<file path="config.mk">
export PLATFORM = sky130hd
export DESIGN_NAME = wb_initiator
export DESIGN_NICKNAME = d
export VERILOG_FILES = /design/src/rtl/wb_initiator.sv
export SDC_FILE = /design/constraint.sdc
export NUM_CORES = 1
export LEC_CHECK = 0
export CORE_MARGIN = 2
export CORE_UTILIZATION = 25
export CTS_BUF_LIST = sky130_fd_sc_hd__clkbuf_4
export CTS_CLUSTER_SIZE = 12
export DETAILED_ROUTE_END_ITERATION = 6
export SETUP_SLACK_MARGIN = 0.5
export SLEW_MARGIN = 20
export SYNTH_ARGS = -nofsm -noshare
export SYNTH_HDL_FRONTEND = slang
export SYNTH_SLANG_ARGS = --single-unit
</file>
<file path="constraint.sdc">
create_clock -name wb_clk_i -period 1.7 [get_ports wb_clk_i]
set_input_delay 0.17 -clock wb_clk_i [delete_from_list [all_inputs] [get_ports wb_clk_i]]
set_output_delay 0.17 -clock wb_clk_i [all_outputs]
set_load 0.01 [all_outputs]
</file>
<file path="src/rtl/wb_initiator.sv">
// Wishbone classic single-transfer initiator: turns one valid/ready command into one
// bus cycle and reports read data or timeout on a valid/ready response port.
module wb_initiator #(
  parameter int          TIMEOUT_CYCLES = 16,
  parameter logic [31:0] TIMEOUT_DATA   = 32'hdeadbeef
) (
  input  logic        wb_clk_i,
  input  logic        wb_rst_i,
  input  logic        cmd_valid,
  output logic        cmd_ready,
  input  logic        cmd_we,
  input  logic [31:0] cmd_adr,
  input  logic [31:0] cmd_dat,
  output logic        rsp_valid,
  input  logic        rsp_ready,
  output logic [31:0] rsp_dat,
  output logic        rsp_timeout,
  output logic [15:0] txn_count,
  output logic        wbm_cyc_o,
  output logic        wbm_stb_o,
  output logic        wbm_we_o,
  output logic [3:0]  wbm_sel_o,
  output logic [31:0] wbm_adr_o,
  output logic [31:0] wbm_dat_o,
  input  logic        wbm_ack_i,
  input  logic [31:0] wbm_dat_i
);

  typedef enum logic [1:0] {IDLE, BUS, RESP} state_t;

  localparam logic [7:0] LAST_COUNT = 8'(TIMEOUT_CYCLES - 1);

  state_t      state, state_n;
  logic [7:0]  count, count_n;
  logic        ready_q, ready_n;
  logic        cyc_q, cyc_n;
  logic        we_q, we_n;
  logic [3:0]  sel_q, sel_n;
  logic [31:0] adr_q, adr_n;
  logic [31:0] dat_q, dat_n;
  logic        rsp_valid_q, rsp_valid_n;
  logic [31:0] rsp_dat_q, rsp_dat_n;
  logic        rsp_timeout_q, rsp_timeout_n;
  logic [15:0] txn_q, txn_n;

  always_ff @(posedge wb_clk_i) begin
    if (wb_rst_i) begin
      state         <= IDLE;
      count         <= 8'd0;
      ready_q       <= 1'b0;
      cyc_q         <= 1'b0;
      we_q          <= 1'b0;
      sel_q         <= 4'h0;
      adr_q         <= 32'h0;
      dat_q         <= 32'h0;
      rsp_valid_q   <= 1'b0;
      rsp_dat_q     <= 32'h0;
      rsp_timeout_q <= 1'b0;
      txn_q         <= 16'h0;
    end else begin
      state         <= state_n;
      count         <= count_n;
      ready_q       <= ready_n;
      cyc_q         <= cyc_n;
      we_q          <= we_n;
      sel_q         <= sel_n;
      adr_q         <= adr_n;
      dat_q         <= dat_n;
      rsp_valid_q   <= rsp_valid_n;
      rsp_dat_q     <= rsp_dat_n;
      rsp_timeout_q <= rsp_timeout_n;
      txn_q         <= txn_n;
    end
  end

  // Next-state logic computes every output register, so all ports come straight from flops.
  always_comb begin
    state_n       = state;
    count_n       = count;
    ready_n       = ready_q;
    cyc_n         = cyc_q;
    we_n          = we_q;
    sel_n         = sel_q;
    adr_n         = adr_q;
    dat_n         = dat_q;
    rsp_valid_n   = rsp_valid_q;
    rsp_dat_n     = rsp_dat_q;
    rsp_timeout_n = rsp_timeout_q;
    txn_n         = txn_q;

    case (state)
      IDLE: begin
        ready_n = 1'b1;
        if (cmd_valid && ready_q) begin
          we_n    = cmd_we;
          adr_n   = cmd_adr;
          dat_n   = cmd_dat;
          cyc_n   = 1'b1;
          sel_n   = 4'hF;
          count_n = 8'd0;
          ready_n = 1'b0;
          state_n = BUS;
        end
      end
      BUS: begin
        // Ack takes priority over a timeout expiring on the same edge.
        if (wbm_ack_i) begin
          cyc_n         = 1'b0;
          sel_n         = 4'h0;
          rsp_dat_n     = we_q ? 32'h0 : wbm_dat_i;
          rsp_timeout_n = 1'b0;
          rsp_valid_n   = 1'b1;
          state_n       = RESP;
        end else if (count == LAST_COUNT) begin
          cyc_n         = 1'b0;
          sel_n         = 4'h0;
          rsp_dat_n     = TIMEOUT_DATA;
          rsp_timeout_n = 1'b1;
          rsp_valid_n   = 1'b1;
          state_n       = RESP;
        end else begin
          count_n = count + 8'd1;
        end
      end
      RESP: begin
        if (rsp_ready) begin
          rsp_valid_n = 1'b0;
          txn_n       = txn_q + 16'd1;
          ready_n     = 1'b1;
          state_n     = IDLE;
        end
      end
      default: state_n = IDLE;
    endcase
  end

  assign cmd_ready   = ready_q;
  assign wbm_cyc_o   = cyc_q;
  assign wbm_stb_o   = cyc_q;
  assign wbm_we_o    = we_q;
  assign wbm_sel_o   = sel_q;
  assign wbm_adr_o   = adr_q;
  assign wbm_dat_o   = dat_q;
  assign rsp_valid   = rsp_valid_q;
  assign rsp_dat     = rsp_dat_q;
  assign rsp_timeout = rsp_timeout_q;
  assign txn_count   = txn_q;

endmodule

</file>
==> flow_summary.ini, run 1 <==
[outcome]
status = finished clean

[logic_synthesis]
syn_area_um2 = 5070
synthXorXnorAreaFrac = 0.0173
synth_top_cell_by_area = dfxtp_1
yosys_warnings = 0
async_flop_share = 0
synth.top_cell.area_share = 0.501
synth_edf_count = 0
synthesis.nets = 686
synth.avg_cell_area_um2 = 8.71
yosysMostFrequentCell = nand2_1
synth_top_family_by_area = simple AND/OR/NAND/NOR gates
synth_compound_area_frac = 0.176
synth-adder-area-share = 0.00494
synthCells = 582
synthSimpleGateAreaFrac = 0.246
synthTopCellsByArea = dfxtp_1 (50%), nand2_1 (10%), a21oi_1 (8.2%)
ys_types = 43
ys_seq_elements = 127
synth.area.mux_share = 0
synthTopCellsByCount = nand2_1 (141), dfxtp_1 (127), a21oi_1 (83)
synth.yosys.seq_area_share = 0.501
ys.flop_type = dfxtp_1

[sta]
slew_viol_final = 0
max_freq_mhz = 618
fin_skew_ns = 0.0183
tightest_slew_ns = 0.538
rsz0062_at_grt = yes
hold_viol = 0
finalSetupViolations = 0
fin_crit_sh = 0.952
period_needed_ns = 1.62
relSlewSlack = 0.641

[clock_tree]
ctsHtreeMaxLevel = 4
cts_tree = yes
clkSlewWorstSetupHoldPaths_ns = 0.12
cts_buffers = 17
clockRootBuffer = clkbuf_4
cts_sinks = 127
max-clock-path-buffers = 2
clk-insertion-delay-late_ns = 0.54

[worst_setup_path]
arrival_ns = 2.03
path_depth = 6
required_ns = 2.11
reg2regPathDepth = 6
cp_top_family = simple AND/OR/NAND/NOR gates
critPathSlowestCell = or3_4
crit_buf_inv = 3
path_cells = buf_6 -> buf_4 -> or3_4 -> clkbuf_16 -> nand2_1 -> a21oi_2
crit_path_start_kind = register
critPathMaxFanout = 6
end_kind = register
critical_path_class = register to register
slowest_delay_ns = 0.49
r2r_slack_ns = 0.08

[layout]
final_util = 0.484
fin_nets = 994
area_growth_pct = 91.4
layout-drive-gt1-share = 0.507

[grt]
grt_pass1_wl_mm = 26.8
grt.busiest_layer = met2
grt_use_met3 = 0.0553
grt_overflow_total = 0
use_met2 = 0.260
grt_use_total = 0.157
use_met1 = 0.189
grt_max_degree = 42
first_global_vias = 5169
antenna_found_initial = 1

[hold_path]
hold_path.class = input pin to register
hold_depth = 3

[place]
io_buffers = 223
finalWeightedCongestion = 0.716
dp_hpwl_mm = 10.4

[route]
avgViaCountPerCell = 4.55
drtIter0Drc = 186
firstDrtPassIters = 4
drtAntennaViolNets = 0
vias = 5336
wl_mm = 19.0
drt-wirelength-per-cell_um = 16.2
drc = 0

[power_and_ir_drop]
p_per_area_nw_per_um2 = 699
max-vdd-ir-drop_uv = 399
p_leak_nw = 3.93
power_mw = 6.78

[die]
fp.dieH_um = 146
ios = 224
core_area_um2 = 20000
start_util = 0.253
num_rows = 52
dieArea_um2 = 21400
die_x_um = 146

[run]
drv_cap = 0
worst paths after layout:
path	startpoint	end
worst max register to register	state[1]	wbm_dat_o[10]
worst min register to register	wbm_dat_o[21]	wbm_dat_o[21]
worst max-delay path	state[1]	wbm_dat_o[10]
worst min-delay path	cmd_adr[10]	wbm_adr_o[10]
power breakdown:
part / internal [mW] / total [mW] / switching [mW]
clock network: 1.08 / 2.22 / 1.14
logic: 0.799 / 1.38 / 0.581
registers: 3.10 / 3.19 / 0.0898
layout by cell type, fill, tap and decap left out, types with 5 or more instances in the layout:
master,count
or3_4,5
dfxtp_4,12
dlygate4sd2_1,20
buf_12,9
nand2_1,122
a21oi_1,62
clkbuf_4,22
buf_16,6
nand2_2,10
nand2_4,9
nand4_1,9
clkdlybuf4s50_1,100
dfxtp_1,26
nor3_2,7
a22o_2,6
a21oi_2,21
buf_4,57
clkbuf_16,10
nor3_1,20
xor2_1,6
a211oi_2,24
buf_6,126
nand2b_1,24
dfxtp_2,89
nor2_1,17
layout make-up:
cell class / instances / area [µm²]
fillers: 1932 / 10300
repair buffers: 337 / 3710
flip-flops and latches: 127 / 2700
multi-input cells: 403 / 2660
well taps: 270 / 338
clock buffers: 22 / 165
clock inverters: 9 / 118
inverters: 4 / 15.0
diodes: 1 / 2.50
registers in the layout, summed over array words and instances, names as in the netlist:
signal	cells
txn_count	16
wbm_dat_o	32
rsp_valid	1
count	8
rsp_timeout	1
wbm_adr_o	32
wbm_sel_o	1
cmd_ready	1
rsp_dat	32
state	2
wbm_we_o	1
worst reg2reg max path, cell delays in order, from the launching register on:
cell       delay (ns)
dfxtp_4          0.38
buf_6            0.13
buf_4            0.14
or3_4            0.49
clkbuf_16        0.21
nand2_1          0.09
a21oi_2          0.06
logic make-up (layout without fill, tap and decap cells):
kind of cell | after synthesis | count (layout)
XOR/XNOR | 10 | 10
adder cells (fa/ha/maj) | 2 | 2
flip-flops | 127 | 127
AND/OR/NAND/NOR | 258 | 259
AO/OA/AOI/OAI | 132 | 132
other | 0 | 1
buffers and inverters | 53 | 372
timing repair:
item / CTS / global route
hold endpoints to repair: 7 / 0
endpoints found under the setup margin: 249 / 248
gates cloned: 5 / 15
buffers inserted: 31 / 22
resized for setup: 422 / 339
pin swaps: 14 / 35
hold buffers: 1 / 0
stage by stage:
step	setup TNS, ns	worst slack, ns	area (µm²)	instances	hold WS, ns
finish	0	0.0814	9700	1173	0.150
global route	0	0.00251	9700	1173	0.107
CTS	0	0.0625	8720	1135	0.0929
detailed placement	-6.54	-0.173	7830	1067	0.445
global placement	-5.24	-0.139	7830	1067	0.441
floorplan	0	0.0641	5230	582	0.296
metal layers:
| layer | share of wire | vias to the layer above |
|---|---|---|
| li1 | - | 2614 |
| met1 | 0.45 | 2546 |
| met2 | 0.48 | 154 |
| met3 | 0.061 | 22 |
| met4 | 0.014 | 0 |
| met5 | 0 | - |
Note: power is estimated with default switching activity, not from simulation.
==> run 2: changes to the inputs <==
CTS_CLUSTER_SIZE = 8   (was 12)
GPL_TIMING_DRIVEN = 0   (was unset)
==> flow_summary.ini, run 2 (synthesis gave the netlist of run 1 again) <==
[place]
post-place-ws_ns = -0.710
io_buffers = 223
finalWeightedCongestion = 0.743
dp.cells = 1075
dp_hpwl_mm = 11.7

[power_and_ir_drop]
p_leak_nw = 4.04
p_sw_frac = 0.271
p_clk_frac = 0.309
p_per_area_nw_per_um2 = 660
p_comb_frac = 0.211
seqPwrFrac = 0.480
power.switching_mw = 1.79
max-vdd-ir-drop_uv = 389
p_int_mw = 4.83

[clock_tree]
ctsHtreeMaxLevel = 4
cts_hold_buf = 0
max-clock-path-buffers = 2
cts_tree = yes
clkSlewWorstSetupHoldPaths_ns = 0.13
cts_buffers = 17
clk-insertion-delay-late_ns = 0.54
cts_sinks = 127
clockRootBuffer = clkbuf_4

[die]
fp.dieH_um = 146
core_area_um2 = 20000
dieArea_um2 = 21400
num_rows = 52
ios = 224
die_x_um = 146
start_util = 0.253

[sta]
setup_slack_ns = -0.0336
fin_skew_ns = 0.0231
tightest_slew_ns = 0.731
relSlewSlack = 0.513
finalSetupViolations = 3
max_freq_mhz = 577
fin_crit_sh = 1.02
slew_viol_final = 0
rsz0062_at_grt = yes
hold_viol = 0
period_needed_ns = 1.73
setup_tns_ns = -0.0495

[worst_setup_path]
crit_path_start_kind = register
required_ns = 2.17
critPathMaxFanout = 4
critical_path_class = register to register
arrival_ns = 2.21
end_kind = register

[layout]
layout-drive-gt1-share = 0.559
fin_cells = 1211
layout_common_cells = buf_6 (160), nand2_1 (127), clkdlybuf4s50_1 (100)
area_growth_pct = 97.9
final_common_cell = buf_6
final_util = 0.501
fin_nets = 1032

[grt]
grt_use_total = 0.169
grt_overflow_total = 0
first_global_vias = 5426
grt_pass1_wl_mm = 28.8
grt_max_degree = 17
antenna_found_initial = 1

[route]
avgViaCountPerCell = 4.50
drtAntennaViolNets = 0
drtIter0Drc = 121
vias = 5447
drt-wirelength-per-cell_um = 15.4
wl_mm = 18.6
drc = 0
firstDrtPassIters = 4

[outcome]
status = finished, violations left
violations = negative setup slack

[hold_path]
hold_path.class = input pin to register

[run]
drv_cap = 0
[run 2: changes by cell type in the layout (fill, tap and decap cells not counted), sizes merged]
cell	previous run	this run
nor3	31	32
or3	7	6
dlygate4sd3	1	0
buf	205	247
clkinvlp	0	1
clkinv	6	7
clkbuf	33	48
dlygate4sd2	20	1
bufinv	3	2
[run 2: worst paths after layout]
kind	start	to	slack, ns	cells past startpoint
max	txn_count[1]	txn_count[14]	-0.03	5
min	cmd_adr[8]	wbm_adr_o[8]	0.16	3
max reg2reg	txn_count[1]	txn_count[14]	-0.03	5
min reg2reg	wbm_dat_o[17]	wbm_dat_o[17]	0.46	2
[run 2: cell type report]
class,instances,area (µm²)
well taps,270,338
clock inverters,10,97.6
repair buffers,326,3360
diodes,1,2.50
fillers,1922,10000
clock buffers,21,158
multi-input cells,403,2770
plain buffers,49,542
flip-flops and latches,127,2750
inverters,4,15.0
[run 2: metrics by stage]
stage	hold WS [ns]	total power, mW	instance area (µm²)
3_5_place_dp	0.446	4.29	7800
6_report	0.165	6.63	10000
2_1_floorplan	0.296	3.68	5230
3_3_place_gp	0.441	4.28	7800
4_1_cts	0.105	6.62	9320
5_1_grt	0.118	6.96	10000
[run 2: what timing repair did]
action	CTS	global route
gates resized for setup	735	172
pin swaps	48	49
cloned	7	2
setup endpoints to repair	249	247
buffers inserted	52	43
[run 2: critical path, cell delays in order (launching register included)]
cell	delay [ns]
dfxtp_4	0.39
ha_4	0.16
nand3_4	0.10
or4_4	0.57
or3_4	0.34
a21oi_2	0.12
[run 2: power groups by stage]
stage	registers, mW	clock network (mW)	logic [mW]
global placement	3.22	0	1.07
global route	3.19	2.26	1.50
detailed placement	3.22	0	1.07
finish	3.18	2.05	1.40
floorplan	3.27	0	0.407
CTS	3.18	2.14	1.30
[run 2: metal layers]
| layer | GRT usage | routed length [µm] |
|---|---|---|
| met1 | 0.204 | 7890 |
| met2 | 0.286 | 9320 |
| met3 | 0.0559 | 1130 |
| met4 | 0.0524 | 282 |
| met5 | 0 | 0 |
==> run 3: changes to the inputs <==
CTS_BUF_LIST = sky130_fd_sc_hd__clkbuf_8   (was sky130_fd_sc_hd__clkbuf_4)
==> flow_summary.ini, run 3 (synthesis gave the netlist of run 1 again) <==
[clock_tree]
cts_sinks = 127
max-clock-path-buffers = 2
ctsHtreeMaxLevel = 4
cts_hold_buf = 0
cts_buffers = 17
clkSlewWorstSetupHoldPaths_ns = 0.08
clockRootBuffer = clkbuf_8
cts_tree = yes
clk-insertion-delay-late_ns = 0.44

[worst_setup_path]
path_cells = buf_6 -> nand3b_4 -> or4_4 -> or3_4 -> a21oi_2
crit_path_start_kind = register
rr_endpoint = txn_count[14]
critical_path_class = register to register
end_kind = register
arrival_ns = 2.11
reg2regPathDepth = 5
slowest_delay_ns = 0.56
regToRegStartpoint = state[0]
critPathMaxFanout = 7
required_ns = 2.07
critPathSlowestCell = or4_4
cp-startpoint = state[0]
r2r_slack_ns = -0.03

[power_and_ir_drop]
p_int_mw = 5.30
power.switching_mw = 1.85
p_leak_nw = 4.81
p_comb_frac = 0.193
seqPwrFrac = 0.441
p_clk_frac = 0.366
max-vdd-ir-drop_uv = 434
p_per_area_nw_per_um2 = 727
p_sw_frac = 0.259

[grt]
grt_max_degree = 17
antenna_found_initial = 0
grt_overflow_total = 0
grt_pass1_wl_mm = 29.6
first_global_vias = 5551
grt_use_total = 0.174

[sta]
setup_tns_ns = -0.0524
fin_crit_sh = 1.02
max_freq_mhz = 577
finalSetupViolations = 5
hold_viol = 0
setup_slack_ns = -0.0324
relSlewSlack = 0.503
slew_viol_final = 0
whs_ns = 0.269
rsz0062_at_grt = yes
tightest_slew_ns = 0.745
fin_skew_ns = 0.0108
period_needed_ns = 1.73

[run]
drv_cap = 0

[layout]
nFillCells = 1943
final_common_cell = nand2_1
fin_nets = 1005
antenna_cells = 0
area_growth_pct = 94.0
layout-drive-gt1-share = 0.424
layout_common_cells = nand2_1 (120), clkdlybuf4s50_1 (101), dfxtp_1 (82)

[route]
wl_mm = 18.8
firstDrtPassIters = 4
drc = 0
drtIter0Drc = 148
drtAntennaViolNets = 0
avgViaCountPerCell = 4.57
drt-wirelength-per-cell_um = 15.9
vias = 5405

[place]
dp_hpwl_mm = 11.7
finalWeightedCongestion = 0.743
io_buffers = 223

[die]
dieArea_um2 = 21400
num_rows = 52
fp.dieH_um = 146
die_x_um = 146
start_util = 0.253
core_area_um2 = 20000
ios = 224

[outcome]
violations = negative setup slack
status = finished, violations left

[hold_path]
hold_end = wbm_adr_o[8]
hold_path.class = input pin to register
hold_depth = 3
hp-start = cmd_adr[8]
run 3: changes by cell type in the layout (fill, tap and decap cells not counted), sizes merged:
cell           before  now
dlygate4sd2         1    0
inv                 4    8
clkinv              7    3
clkdlybuf4s50     100  101
dlymetal6s2s        0   54
clkdlybuf4s15       0    1
clkbuf             48   56
buf               247  157
diode               1    0
run 3: final cells by class:
| class | instances | area (µm²) | area share |
|---|---|---|---|
| timing repair buffer | 299 | 3020 | 0.307 |
| inverter | 4 | 15.0 | 0.00153 |
| multi-input combinational | 403 | 2870 | 0.292 |
| clock inverter | 10 | 97.6 | 0.00992 |
| tap | 270 | 338 | 0.0343 |
| clock buffer | 21 | 289 | 0.0294 |
| buffer | 49 | 567 | 0.0576 |
| sequential | 127 | 2640 | 0.268 |
run 3: per-layer routing:
metal  GRT usage  part of all wire  up-vias
met1       0.211              0.43     2586
met4      0.0660             0.020        0
met2       0.293              0.50      153
met5           0                 0        -
met3      0.0491             0.058       25
li1            -                 -     2641
run 3: how the worst max path moves through the flow:
stage               endpoint  slack, ns
2_1_floorplan    rsp_dat[10]       0.06
3_3_place_gp    txn_count[7]      -0.75
3_5_place_dp   wbm_dat_o[16]      -0.71
4_1_cts          rsp_dat[13]      0.002
5_1_grt           rsp_dat[3]      -0.08
6_report       txn_count[14]      -0.03
run 3: metrics by stage:
step | util | worst slack (ns) | power, mW | instances | area (µm²)
2_1_floorplan | - | 0.0641 | 3.68 | 582 | 5230
3_3_place_gp | 0.389 | -0.754 | 4.28 | 1075 | 7800
3_5_place_dp | 0.389 | -0.710 | 4.29 | 1075 | 7800
4_1_cts | 0.466 | 0.00172 | 7.24 | 1171 | 9340
5_1_grt | 0.491 | -0.0835 | 7.49 | 1183 | 9840
6_report | 0.491 | -0.0324 | 7.15 | 1183 | 9840
run 3: power by group through the flow:
stage                     sequential (mW)  clock [mW]  combinational, mW
after global routing                 3.17        2.84               1.48
final                                3.15        2.62               1.38
after detailed placement             3.22           0               1.07
after CTS                            3.15        2.72               1.37
after global placement               3.22           0               1.07
after floorplan                      3.27           0              0.407
run 3: worst max-delay path: cells and delay by family, from the launching register on:
family / cells / cell delay [ns]
AND/OR/NAND/NOR: 3 / 1.06
flip-flops: 1 / 0.34
AO/OA/AOI/OAI: 1 / 0.13
buffers and inverters: 1 / 0.13
run 3: repair_timing:
item                       CTS  global route
gates resized for setup    450           145
setup buffers               51            11
gates cloned                14             1
hold endpoints to repair     0             0
pin swaps                   68            39
setup endpoints to repair  249           204
